$ cat src/rtl/inst_fetch_unit_if.sv
// Instruction-memory request/acknowledge bus between the fetch unit and imem.
// The fetch unit is the master: it raises req with a stable addr until ack,
// and the memory returns the instruction on data in the ack cycle.
interface inst_fetch_unit_if #(
  parameter int ADDR_W = 32
);
  logic              req;
  logic [ADDR_W-1:0] addr;
  logic              ack;
  logic [31:0]       data;

  modport master (output req, output addr, input ack, input data);
  modport slave  (input req, input addr, output ack, output data);
endinterface

$ cat src/rtl/inst_fetch_unit.sv
// Instruction fetch stage: holds the PC, fetches over the imem req/ack bus and
// fills the IF/ID buffer. Handles redirect, flush and stall, including a
// redirect that lands while a request is still outstanding (DRAIN).
// Optional feature macro: FETCH_PERF_EN adds fetch/kill event counters.
//
// state | meaning
// IDLE  | not fetching, waiting for start_i
// FETCH | request at pc outstanding
// HOLD  | instruction captured during stall, waiting for release
// DRAIN | stale request still outstanding after redirect; its data is dropped
module inst_fetch_unit #(
  parameter int                ADDR_W   = 32,
  parameter logic [ADDR_W-1:0] RESET_PC = '0
) (
  input  logic                clk_i,
  input  logic                rst_i,
  input  logic                start_i,
  input  logic                stall_i,
  input  logic                flush_i,
  input  logic                pc_mux_op_i,
  input  logic [ADDR_W-1:0]   branch_target_i,
  inst_fetch_unit_if.master   imem,
  output logic [ADDR_W-1:0]   if_id_pc_o,
  output logic [31:0]         if_id_inst_o,
  output logic                if_id_valid_o
`ifdef FETCH_PERF_EN
  ,
  output logic [31:0]         fetch_cnt_o,
  output logic [15:0]         kill_cnt_o
`endif
);

  typedef enum logic [1:0] {
    S_IDLE,
    S_FETCH,
    S_HOLD,
    S_DRAIN
  } state_t;

  state_t            state_q, state_d;
  logic [ADDR_W-1:0] pc_q, pc_d;
  logic [ADDR_W-1:0] drain_addr_q, drain_addr_d;
  logic [31:0]       hold_q, hold_d;
  logic [ADDR_W-1:0] if_id_pc_q, if_id_pc_d;
  logic [31:0]       if_id_inst_q, if_id_inst_d;
  logic              if_id_valid_q, if_id_valid_d;

  logic              req_c;
  logic [ADDR_W-1:0] addr_c;
  logic              accept_c;
  logic              kill_c;
  logic [ADDR_W-1:0] target_c;

  // Word-align the redirect target.
  assign target_c = branch_target_i & ~ADDR_W'(3);

  // State and datapath registers; reset may hit mid-request.
  always_ff @(posedge clk_i or negedge rst_i) begin
    if (!rst_i) begin
      state_q       <= S_IDLE;
      pc_q          <= RESET_PC;
      drain_addr_q  <= RESET_PC;
      hold_q        <= '0;
      if_id_pc_q    <= '0;
      if_id_inst_q  <= '0;
      if_id_valid_q <= 1'b0;
    end else begin
      state_q       <= state_d;
      pc_q          <= pc_d;
      drain_addr_q  <= drain_addr_d;
      hold_q        <= hold_d;
      if_id_pc_q    <= if_id_pc_d;
      if_id_inst_q  <= if_id_inst_d;
      if_id_valid_q <= if_id_valid_d;
    end
  end

  // Next-state, bus outputs and IF/ID update; redirect takes priority over everything.
  always_comb begin
    state_d       = state_q;
    pc_d          = pc_q;
    drain_addr_d  = drain_addr_q;
    hold_d        = hold_q;
    if_id_pc_d    = if_id_pc_q;
    if_id_inst_d  = if_id_inst_q;
    if_id_valid_d = if_id_valid_q;
    req_c         = 1'b0;
    addr_c        = pc_q;
    accept_c      = 1'b0;
    kill_c        = 1'b0;

    unique case (state_q)
      S_IDLE: begin
        if (pc_mux_op_i) pc_d = target_c;
        if (start_i)     state_d = S_FETCH;
      end

      S_FETCH: begin
        req_c = 1'b1;
        if (pc_mux_op_i) begin
          pc_d = target_c;
          if (imem.ack) begin
            kill_c = 1'b1;
          end else begin
            // The old request must complete at its original address.
            drain_addr_d = pc_q;
            state_d      = S_DRAIN;
          end
          if (!stall_i) if_id_valid_d = 1'b0;
        end else if (imem.ack && !stall_i) begin
          accept_c     = 1'b1;
          if_id_pc_d   = pc_q;
          if_id_inst_d = imem.data;
          pc_d         = pc_q + ADDR_W'(4);
        end else if (imem.ack) begin
          hold_d  = imem.data;
          state_d = S_HOLD;
        end else if (!stall_i) begin
          if_id_valid_d = 1'b0;
        end
      end

      S_HOLD: begin
        if (pc_mux_op_i) begin
          pc_d    = target_c;
          kill_c  = 1'b1;
          state_d = S_FETCH;
          if (!stall_i) if_id_valid_d = 1'b0;
        end else if (!stall_i) begin
          accept_c     = 1'b1;
          if_id_pc_d   = pc_q;
          if_id_inst_d = hold_q;
          pc_d         = pc_q + ADDR_W'(4);
          state_d      = S_FETCH;
        end
      end

      S_DRAIN: begin
        req_c  = 1'b1;
        addr_c = drain_addr_q;
        if (pc_mux_op_i) pc_d = target_c;
        if (imem.ack) begin
          kill_c  = 1'b1;
          state_d = S_FETCH;
        end
        if (!stall_i) if_id_valid_d = 1'b0;
      end

      default: state_d = S_IDLE;
    endcase

    if (accept_c) if_id_valid_d = 1'b1;

    // Flush wins over stall and over any write; an accepted word becomes a kill.
    if (flush_i) begin
      if_id_valid_d = 1'b0;
      if (accept_c) begin
        accept_c = 1'b0;
        kill_c   = 1'b1;
      end
    end
  end

  assign imem.req      = req_c;
  assign imem.addr     = addr_c;
  assign if_id_pc_o    = if_id_pc_q;
  assign if_id_inst_o  = if_id_inst_q;
  assign if_id_valid_o = if_id_valid_q;

`ifdef FETCH_PERF_EN
  logic [31:0] fetch_cnt_q;
  logic [15:0] kill_cnt_q;

  // Saturating event counters.
  always_ff @(posedge clk_i or negedge rst_i) begin
    if (!rst_i) begin
      fetch_cnt_q <= '0;
      kill_cnt_q  <= '0;
    end else begin
      if (accept_c && (fetch_cnt_q != '1)) fetch_cnt_q <= fetch_cnt_q + 32'd1;
      if (kill_c && (kill_cnt_q != '1))    kill_cnt_q  <= kill_cnt_q + 16'd1;
    end
  end

  assign fetch_cnt_o = fetch_cnt_q;
  assign kill_cnt_o  = kill_cnt_q;
`endif

endmodule
$ cat src/flat_wrapper.sv
// flat-port wrapper written by rule: the top's interface ports become plain ports
module inst_fetch_unit_flat 
#(
  parameter int                ADDR_W   = 32,
  parameter logic [ADDR_W-1:0] RESET_PC = '0
)
  (clk_i, rst_i, start_i, stall_i, flush_i, pc_mux_op_i, branch_target_i, if_id_pc_o, if_id_inst_o, if_id_valid_o, imem_req, imem_addr, imem_ack, imem_data);
  inst_fetch_unit_if #(.ADDR_W(ADDR_W)) imem_i ();
  input  logic clk_i;
  input  logic rst_i;
  input  logic start_i;
  input  logic stall_i;
  input  logic flush_i;
  input  logic pc_mux_op_i;
  input  logic [ADDR_W-1:0] branch_target_i;
  output logic [ADDR_W-1:0] if_id_pc_o;
  output logic [31:0] if_id_inst_o;
  output logic if_id_valid_o;
  output wire logic [$bits(imem_i.req)-1:0] imem_req;
  output wire logic [$bits(imem_i.addr)-1:0] imem_addr;
  input wire logic [$bits(imem_i.ack)-1:0] imem_ack;
  input wire logic [$bits(imem_i.data)-1:0] imem_data;
  assign imem_req = imem_i.req;
  assign imem_addr = imem_i.addr;
  assign imem_i.ack = imem_ack;
  assign imem_i.data = imem_data;
  inst_fetch_unit #(.ADDR_W(ADDR_W), .RESET_PC(RESET_PC)) u_core (.clk_i(clk_i), .rst_i(rst_i), .start_i(start_i), .stall_i(stall_i), .flush_i(flush_i), .pc_mux_op_i(pc_mux_op_i), .branch_target_i(branch_target_i), .imem(imem_i), .if_id_pc_o(if_id_pc_o), .if_id_inst_o(if_id_inst_o), .if_id_valid_o(if_id_valid_o));
endmodule
$ cat config.mk
export PLATFORM = sky130hd
export DESIGN_NAME = inst_fetch_unit_flat
export DESIGN_NICKNAME = d
export VERILOG_FILES = /design/src/rtl/inst_fetch_unit_if.sv /design/src/rtl/inst_fetch_unit.sv /design/src/flat_wrapper.sv
export SDC_FILE = /design/constraint.sdc
export NUM_CORES = 1
export LEC_CHECK = 0
export ABC_AREA = 1
export CORE_MARGIN = 10
export CORE_UTILIZATION = 56
export CTS_CLUSTER_DIAMETER = 150
export DETAILED_ROUTE_END_ITERATION = 16
export GPL_ROUTABILITY_DRIVEN = 0
export MAX_ROUTING_LAYER = met4
export PLACE_DENSITY = 0.87
export SETUP_SLACK_MARGIN = 0.1
export SYNTH_ARGS = -nofsm -noshare
export SYNTH_HDL_FRONTEND = slang
export SYNTH_SLANG_ARGS = --single-unit
$ cat constraint.sdc
create_clock -name clk_i -period 2.8 [get_ports clk_i]
set_input_delay 0.56 -clock clk_i [delete_from_list [all_inputs] [get_ports clk_i]]
set_output_delay 0.56 -clock clk_i [all_outputs]
set_load 0.01 [all_outputs]
==> results of run 1 <==
placed cells by master (no fill, tap or decap), drive strengths merged, types with 4 or more instances in the layout:
cell type,Yosys,layout
a21oi,104,104
buf,28,17
clkbuf,27,17
clkdlybuf4s50,0,158
conb,1,4
dfrtp,157,157
ha,5,5
inv,93,102
nand2,255,255
nand3,36,36
nor2,182,182
o21ai,118,118
o22ai,4,4
through the flow:
stage	hold WS [ns]	util (%)	instances	cell area, µm²
2_1_floorplan	0.264	-	1028	7990
3_3_place_gp	0.466	69.9	1331	9750
3_5_place_dp	0.473	69.9	1331	9750
4_1_cts	0.153	74.5	1363	10400
5_1_grt	0.159	74.7	1364	10400
6_report	0.133	74.7	1364	10400
area by class of cell:
class / instances / area, µm² / share of cell area (%)
flip-flops and latches: 157 / 3930 / 37.7
multi-input cells: 723 / 3440 / 33.0
repair buffers: 178 / 1840 / 17.7
clock buffers: 17 / 425 / 4.09
inverters: 93 / 349 / 3.35
well taps: 180 / 225 / 2.16
clock inverters: 15 / 203 / 1.95
diodes: 1 / 2.50 / 0.0240
worst paths after layout:
| kind | from | end | slack (ns) | depth (start not counted) |
|---|---|---|---|---|
| max | u_core.state_q[1] | imem_req | 0.19 | 4 |
| min | rst_i | u_core.drain_addr_q[14] | 0.13 | 1 |
| max reg2reg | u_core.state_q[0] | u_core.pc_q[20] | 0.73 | 10 |
| min reg2reg | u_core.hold_q[28] | u_core.hold_q[28] | 0.49 | 2 |
| max in group asynchronous | rst_i | u_core.pc_q[21] | 2.01 | 2 |
| min in group clk_i | u_core.hold_q[28] | u_core.hold_q[28] | 0.49 | 2 |
state kept, by name (all words and copies together), names as in the netlist:
name,cells
u_core.drain_addr_q,30
u_core.hold_q,32
u_core.if_id_inst_o,32
u_core.if_id_pc_o,30
u_core.if_id_valid_o,1
u_core.pc_q,30
u_core.state_q,2
power by group through the flow:
| stage | logic (µW) | clock network [µW] | registers (µW) |
|---|---|---|---|
| 5_1_grt | 6760 | 2610 | 4260 |
| 6_report | 6060 | 2480 | 4120 |
| 4_1_cts | 6110 | 2500 | 4100 |
| 3_3_place_gp | 5890 | 0 | 4070 |
| 3_5_place_dp | 6050 | 0 | 4130 |
| 2_1_floorplan | 3330 | 0 | 4210 |
metal layers:
| layer | up-vias | track usage (%) | wire [µm] |
|---|---|---|---|
| met5 | - | - | 0 |
| met2 | 249 | 35.9 | 10300 |
| met3 | 22 | 8.71 | 1920 |
| li1 | 3535 | - | - |
| met1 | 3275 | 25.0 | 8450 |
| met4 | 0 | 5.00 | 282 |
cells by family (layout without fill, tap and decap cells):
family | count (synthesis) | in the layout | synth area share, %
AND/OR/NAND/NOR | 482 | 482 | 24.1
AO/OA/AOI/OAI | 230 | 230 | 17.4
flip-flops | 157 | 157 | 49.2
buffers and inverters | 148 | 303 | 8.17
adder cells (fa/ha/maj) | 5 | 5 | 0.784
XOR/XNOR | 2 | 2 | 0.220
other | 1 | 5 | 0.0470
what timing repair did:
| item | CTS | global route |
|---|---|---|
| hold buffers | 0 | 0 |
| setup endpoints to repair | 18 | 27 |
| setup buffers | 0 | 0 |
| gates resized for setup | 3 | 6 |
| pin swaps | 0 | 0 |
==> impl_metrics.csv, run 1 <==
group,metric,value,unit
route,vias,7081,
sta,layout_setup_ws,0.193,ns
layout,areaGrowthSynthToFinish,30.4,%
die,die_y,139,µm
power_and_ir_drop,power_switching,5160,µW
sta,setup_viol,0,
sta,slew_viol_final,0,
sta,period_needed,2.61,ns
sta,period_share,93.1,%
yosys,ys_ff_latch,157,
setup_path,worstPathArrival,2.05,ns
place,dp_slack,0.375,ns
yosys,yosysTopAreaCellShare,49.2,%
clock_network,cts_buffer_depth,2,
die,fp.dieW,139,µm
place,hpwl,15000,µm
sta,maxSlewHeadroom,57.3,%
yosys,synth_warnings,0,
power_and_ir_drop,vdd_ir_drop_max,650,µV
route,routed_wl,20900,µm
setup_path,cp_max_fo,5,
yosys,netlist_instances,1025,
clock_network,cts_max_level,4,
setup_path,start_kind,"flop",
global_routing,antenna_found_initial,1,
power_and_ir_drop,p_comb_share,47.9,%
layout,final_nets,1246,
sta,rsz0062_at_grt,"true",
route,firstDrtPassIters,5,
sta,hold_viol_final,0,
run_status,status,"complete, no violations",
power_and_ir_drop,netSwitchingFraction,40.7,%
yosys,synth_ff_type,"dfrtp_1",
clock_network,clk_latency,0.43,ns
clock_network,cts_buffers,17,
setup_path,crit_buf_inv,2,
layout,layout-drive-gt1-share,11.0,%
global_routing,grt_pass1_wl,34200,µm
die,start_util,57.3,%
power_and_ir_drop,p_seq_share,32.5,%
setup_path,critPathSlowestCell,"clkdlybuf4s50_1",
die,pin_count,169,
route,dr.first_iter.drc_count,516,
yosys,synth.most_common_cell,"nand2_1",
sta,worst_slew_pin_slew,0.641,ns
layout,fillers,993,
yosys,yosysUniqueCellTypes,29,
min_path,hold_class,"in -> async",
global_routing,grt_max_degree,67,
setup_path,cp_top_family,"buffers and inverters",
die,core_area,13900,µm²
setup_path,critical_path_class,"reg -> out",
global_routing,gr-total-overflow,0,
yosys,syn_area,7980,µm²
clock_network,clock-root-buffer,"clkbuf_16",
sta,finalSetupTns,0,ns
yosys,syn_area_per_cell,7.79,µm²
route,drc,0,
route,routedWlPerCell,15.4,µm
yosys,ys_seq_area_share,49.2,%
route,ant_nets,0,
route,avgViaCountPerCell,5.19,
clock_network,cts_tree,"built",
sta,clock_skew,0.00637,ns
setup_path,worst_path_largest_cell_delay,0.53,ns
yosys,synth_common_cells,"252 x nand2_1, 175 x nor2_1, 157 x dfrtp_1",
setup_path,required,2.24,ns
die,rows,43,
power_and_ir_drop,p_leak,0.00472,µW
setup_path,cp-end-kind,"output pin",
die,die_area,19400,µm²
power_and_ir_drop,intPower,7510,µW
place,io_buffer_count,162,
power_and_ir_drop,finalPower,12700,µW
global_routing,grt_pass1_vias,6789,
yosys,asyncSetResetFlopFracSynth,100,%
clock_network,cts.sinks,157,
setup_path,path_cells,"inv_1 -> ha_1 -> or2_2 -> clkdlybuf4s50_1",
power_and_ir_drop,power_density,1220,nW/µm²
yosys,synth_area_leaders,"dfrtp_1 49%, nand2_1 12%, nor2_1 8.2%",
flow_run,drv_cap,0,
yosys,yosysTopAreaCell,"dfrtp_1",
global_routing,track_usage,22.0,%
sta,fmax,384,MHz
clock_network,clkSlewWorstSetupHoldPaths,0.07,ns
power_and_ir_drop,p_clk_share,19.6,%
yosys,synth_edf_count,0,
Note: power is estimated with default switching activity, not from simulation.
==> run 2, diff against run 1 <==
--- a/config.mk
+++ b/config.mk
@@ -13,6 +13,7 @@
 export GPL_ROUTABILITY_DRIVEN = 0
 export MAX_ROUTING_LAYER = met4
 export PLACE_DENSITY = 0.87
+export REMOVE_ABC_BUFFERS = 1
 export SETUP_SLACK_MARGIN = 0.1
 export SYNTH_ARGS = -nofsm -noshare
 export SYNTH_HDL_FRONTEND = slang
==> run 2 against run 1 <==
Against the previous run: critical path depth did not move; core utilization fell by 0.35 points; flip-flop and latch count did not move; die area did not move; clock skew barely moved; critical path type unchanged; critical endpoint is now imem_addr[13]; highest routed layer unchanged.
==> impl_metrics.csv, run 2 (synthesized netlist as in run 1, its figures left out) <==
group,metric,value,unit
run_status,status,"complete, no violations",
sta,hold_ws,0.0728,ns
power_and_ir_drop,power_switching,5030,µW
power_and_ir_drop,p_clk_share,19.4,%
setup_path,critical_path_class,"reg -> out",
setup_path,start_kind,"flop",
sta,rsz0062_at_grt,"true",
power_and_ir_drop,p_seq_share,33.0,%
layout,final_cell_mix,"252 x nand2_1, 175 x nor2_1, 157 x clkdlybuf4s50_1, 157 x dfrtp_1, 117 x o21ai_0",
layout,final_nets,1245,
power_and_ir_drop,intPower,7510,µW
global_routing,antenna_found_initial,1,
layout,layout-drive-gt1-share,10.9,%
die,fp.dieW,139,µm
clock_network,cts_buffers,17,
route,ant_nets,0,
setup_path,path_cells,"ha_2 -> buf_4 -> o21ai_0 -> clkdlybuf4s50_1",
route,met2_length,10000,µm
clock_network,clock-root-buffer,"clkbuf_16",
power_and_ir_drop,vdd_ir_drop_max,615,µV
clock_network,cts_max_level,4,
sta,worst_slew_pin_slew,0.537,ns
route,met3_length,1940,µm
layout,areaGrowthSynthToFinish,29.8,%
sta,hold_viol_final,0,
clock_network,cts_buffer_depth,2,
clock_network,cts_tree,"built",
power_and_ir_drop,finalPower,12500,µW
route,wl_met1,8420,µm
route,route.top_layer_used,"met4",
route,firstDrtPassIters,5,
global_routing,grt_pass1_vias,7040,
die,die_y,139,µm
clock_network,cts_setup_buffers,0,
power_and_ir_drop,netSwitchingFraction,40.1,%
sta,setup_viol,0,
setup_path,critPathSlowestCell,"clkdlybuf4s50_1",
clock_network,clkSlewWorstSetupHoldPaths,0.06,ns
min_path,hold_class,"in -> async",
route,routedWlPerCell,15.3,µm
die,die_area,19400,µm²
route,drc,0,
power_and_ir_drop,power_density,1210,nW/µm²
place,io_buffer_count,162,
die,rows,43,
place,place_area,9710,µm²
sta,period_share,93.9,%
layout,post-route-util,74.3,%
layout,final_common_cell,"nand2_1",
setup_path,worstPathArrival,2.07,ns
layout,regArea,3930,µm²
global_routing,gr-total-overflow,0,
power_and_ir_drop,p_leak,0.00473,µW
route,routed_wl,20900,µm
sta,fmax,380,MHz
layout,multiInputGateArea,3430,µm²
setup_path,cp-end-kind,"output pin",
die,core_area,13900,µm²
die,pin_count,169,
route,vias,7103,
clock_network,cts.sinks,157,
route,dr.first_iter.drc_count,539,
clock_network,clk_latency,0.43,ns
route,avgViaCountPerCell,5.21,
setup_path,required,2.24,ns
setup_path,worst_path_largest_cell_delay,0.62,ns
flow_run,drv_cap,0,
sta,period_needed,2.63,ns
place,hpwl,14900,µm
sta,maxSlewHeadroom,64.2,%
die,start_util,57.3,%
sta,layout_setup_ws,0.170,ns
clock_network,holdBufCountCts,0,
global_routing,grt_max_degree,79,
layout,stdcell_area,10400,µm²
power_and_ir_drop,p_comb_share,47.6,%
sta,clock_skew,0.00660,ns
setup_path,cp_max_fo,20,
sta,slew_viol_final,0,
global_routing,grt_pass1_wl,34800,µm
place,dp_slack,0.414,ns
layout,fillers,994,
global_routing,track_usage,22.1,%
## run 2: stage by stage
step           TNS [ns]  std cells
3_3_place_gp          0       1330
2_1_floorplan   -103.12        973
6_report              0       1363
4_1_cts               0       1362
3_5_place_dp          0       1330
5_1_grt               0       1363
## run 2: power groups by stage
stage	sequential [µW]	combinational (µW)	clock, µW
final	4140	5980	2430
after global routing	4280	6690	2550
after CTS	4120	6050	2460
after detailed placement	4130	5980	0
after global placement	4070	5810	0
after floorplan	4210	3140	0
## run 2: critical path: cells and delay by family, from the launching register on
| family | cells | cell delay [ns] |
|---|---|---|
| adders and majority gates | 1 | 0.23 |
| buffers and inverters | 2 | 0.82 |
| DFF | 1 | 0.42 |
| AOI/OAI and AO/OA | 1 | 0.17 |
## run 2: layout make-up
type                       instances  area share (%)
inverter                          93            3.37
tap                              180            2.17
clock inverter                    12            1.52
antenna                            1          0.0242
sequential                       157            37.9
clock buffer                      20            4.51
multi-input combinational        723            33.1
timing repair buffer             177            17.4
## run 2: per-layer routing
layer	vias up	global-route usage [%]
li1	3545	-
met3	38	8.78
met4	0	8.46
met1	3297	24.7
met2	223	35.1
met5	-	-
## run 2: path summary, 6_finish.rpt
| check | startpoint | to | slack [ns] | cells past startpoint |
|---|---|---|---|---|
| max in group asynchronous | rst_i | u_core.drain_addr_q[20] | 2.01 | 2 |
| setup / recovery | u_core.state_q[0] | imem_addr[13] | 0.17 | 4 |
| setup reg to reg | u_core.state_q[0] | u_core.pc_q[20] | 0.75 | 10 |
| hold / removal | rst_i | u_core.drain_addr_q[6] | 0.07 | 1 |
| min in group clk_i | u_core.hold_q[31] | u_core.hold_q[31] | 0.48 | 2 |
| hold reg to reg | u_core.hold_q[31] | u_core.hold_q[31] | 0.48 | 2 |
## run 2: what timing repair did
action,CTS,global route
endpoints found under the hold margin,0,0
resized for setup,1,5
endpoints found under the setup margin,20,23
==> run 3, diff against run 2 <==
--- a/config.mk
+++ b/config.mk
@@ -13,6 +13,7 @@
 export GPL_ROUTABILITY_DRIVEN = 0
 export MAX_ROUTING_LAYER = met4
 export PLACE_DENSITY = 0.87
+export RECOVER_POWER = 50
 export REMOVE_ABC_BUFFERS = 1
 export SETUP_SLACK_MARGIN = 0.1
 export SYNTH_ARGS = -nofsm -noshare
==> run 3 against run 2 <==
Against the previous run: register-to-register slack got worse by 0.22 ns; clock skew rose by 0.0023 ns; critical path depth did not move; cell area fell by 0.46%; via count rose by 0.21%; total power fell by 0.12%; flip-flop and latch count did not move; largest cell class unchanged.
==> impl_metrics.csv, run 3 (synthesized netlist as in run 1, its figures left out) <==
group,metric,value,unit
setup_path,rr_endpoint,"u_core.hold_q[2]",
power_and_ir_drop,p_leak,0.00471,µW
layout,final_nets,1245,
setup_path,worst_path_largest_cell_delay,0.62,ns
clock_network,cts_setup_buffers,0,
setup_path,cp-startpoint,"u_core.state_q[0]",
route,met2_length,10100,µm
setup_path,critical_path_class,"reg -> out",
sta,period_share,93.8,%
sta,hold_viol_final,0,
clock_network,cts_buffer_depth,2,
sta,fmax,381,MHz
setup_path,r2r_start,"u_core.state_q[1]",
sta,worst_slew_pin_slew,1.29,ns
route,ant_nets,0,
global_routing,antenna_found_initial,1,
setup_path,start_kind,"flop",
route,drc,0,
place,hpwl,14900,µm
setup_path,critPathSlowestCell,"clkdlybuf4s50_1",
clock_network,cts.sinks,157,
setup_path,crit_end,"imem_addr[13]",
clock_network,clock-root-buffer,"clkbuf_16",
layout,final_cell_mix,"252 x nand2_1, 175 x nor2_1, 157 x dfrtp_1",
route,met3_length,2020,µm
layout,areaGrowthSynthToFinish,29.2,%
sta,setup_viol,0,
setup_path,cp_max_fo,20,
power_and_ir_drop,power_density,1220,nW/µm²
global_routing,gr-total-overflow,0,
route,firstDrtPassIters,5,
run_status,status,"complete, no violations",
setup_path,crit_buf_inv,2,
route,routedWlPerCell,15.3,µm
place,io_buffer_count,162,
setup_path,worstPathArrival,2.07,ns
power_and_ir_drop,vdd_ir_drop_max,616,µV
die,die_area,19400,µm²
setup_path,r2r_slack,0.53,ns
sta,finalSetupTns,0,ns
clock_network,cts_buffers,17,
clock_network,cts_max_level,4,
layout,layout-drive-gt1-share,10.7,%
sta,slew_viol_final,0,
die,pin_count,169,
setup_path,path_cells,"ha_2 -> buf_4 -> o21ai_0 -> clkdlybuf4s50_1",
die,rows,43,
route,wl_met1,8320,µm
global_routing,grt_max_degree,79,
setup_path,rr_worst_depth,7,
sta,maxSlewHeadroom,13.8,%
route,routed_wl,20900,µm
clock_network,clkSlewWorstSetupHoldPaths,0.06,ns
route,avgViaCountPerCell,5.22,
setup_path,cp-end-kind,"output pin",
route,vias,7118,
sta,clock_skew,0.00889,ns
global_routing,track_usage,22.1,%
global_routing,grt_pass1_wl,34800,µm
min_path,hold_class,"in -> async",
die,core_area,13900,µm²
setup_path,required,2.24,ns
global_routing,grt_pass1_vias,7040,
clock_network,cts_tree,"built",
setup_path,cp_top_family,"buffers and inverters",
sta,period_needed,2.63,ns
flow_run,drv_cap,0,
die,fp.dieW,139,µm
sta,rsz0062_at_grt,"true",
route,dr.first_iter.drc_count,558,
clock_network,clk_latency,0.43,ns
layout,post-route-util,74.0,%
die,start_util,57.3,%
die,die_y,139,µm
route,route.top_layer_used,"met4",
setup_path,crit_cells,4,
layout,final_common_cell,"nand2_1",
run 3: cell types whose count changed in the layout (fill, tap and decap cells not counted), sizes merged:
cell / delta
buf: -6
clkbuf: +6
clkdlybuf4s50: -1
dlygate4sd3: +1
run 3: timing repair:
item                       4_1_cts  5_1_grt
setup endpoints to repair       20       23
resized for setup                1        5
hold buffers                     0        0
run 3: metal layers:
metal  up-vias  track usage, %
met5         -               -
met4         0            8.46
met3        38            8.78
met2       242            35.1
met1      3295            24.7
li1       3543               -
run 3: worst min-delay path by stage:
stage	from	end	slack [ns]
floorplan	rst_i	u_core.drain_addr_q[10]	0.26
global placement	u_core.drain_addr_q[4]	u_core.drain_addr_q[4]	0.47
detailed placement	u_core.hold_q[31]	u_core.hold_q[31]	0.47
CTS	rst_i	u_core.if_id_pc_o[5]	0.08
global route	rst_i	u_core.if_id_pc_o[10]	0.49
finish	rst_i	u_core.drain_addr_q[6]	0.41
run 3: through the flow:
stage / cells / area (µm²) / setup WS (ns) / power, µW / hold slack, ns
2_1_floorplan: 973 / 7690 / -1.57 / 7350 / 0.264
3_3_place_gp: 1330 / 9710 / 0.468 / 9890 / 0.466
3_5_place_dp: 1330 / 9710 / 0.414 / 10100 / 0.473
4_1_cts: 1362 / 10300 / 0.109 / 12600 / 0.0764
5_1_grt: 1363 / 10300 / 0.0503 / 13500 / 0.494
6_report: 1363 / 10300 / 0.174 / 12500 / 0.409
run 3: area by class of cell:
type	instances	area [µm²]
antenna	1	2.50
clock buffer	20	467
clock inverter	12	158
fill	1000	3620
inverter	93	349
multi-input combinational	723	3420
sequential	157	3930
tap	180	225
timing repair buffer	177	1760
run 3: worst register-to-register path, cell delays in order, from the launching register on:
cell	delay, ns
dfrtp_1	0.42
inv_1	0.09
ha_1	0.25
nand2_1	0.10
inv_1	0.13
nand3_1	0.09
clkbuf_2	0.60
o21ai_0	0.48
run 3: power breakdown:
part	total (µW)	switching, µW	internal, µW	leakage (µW)
Combinational	5960	3320	2640	0.00254
Sequential	4140	756	3380	0.00186
Clock	2430	950	1480	0.000311
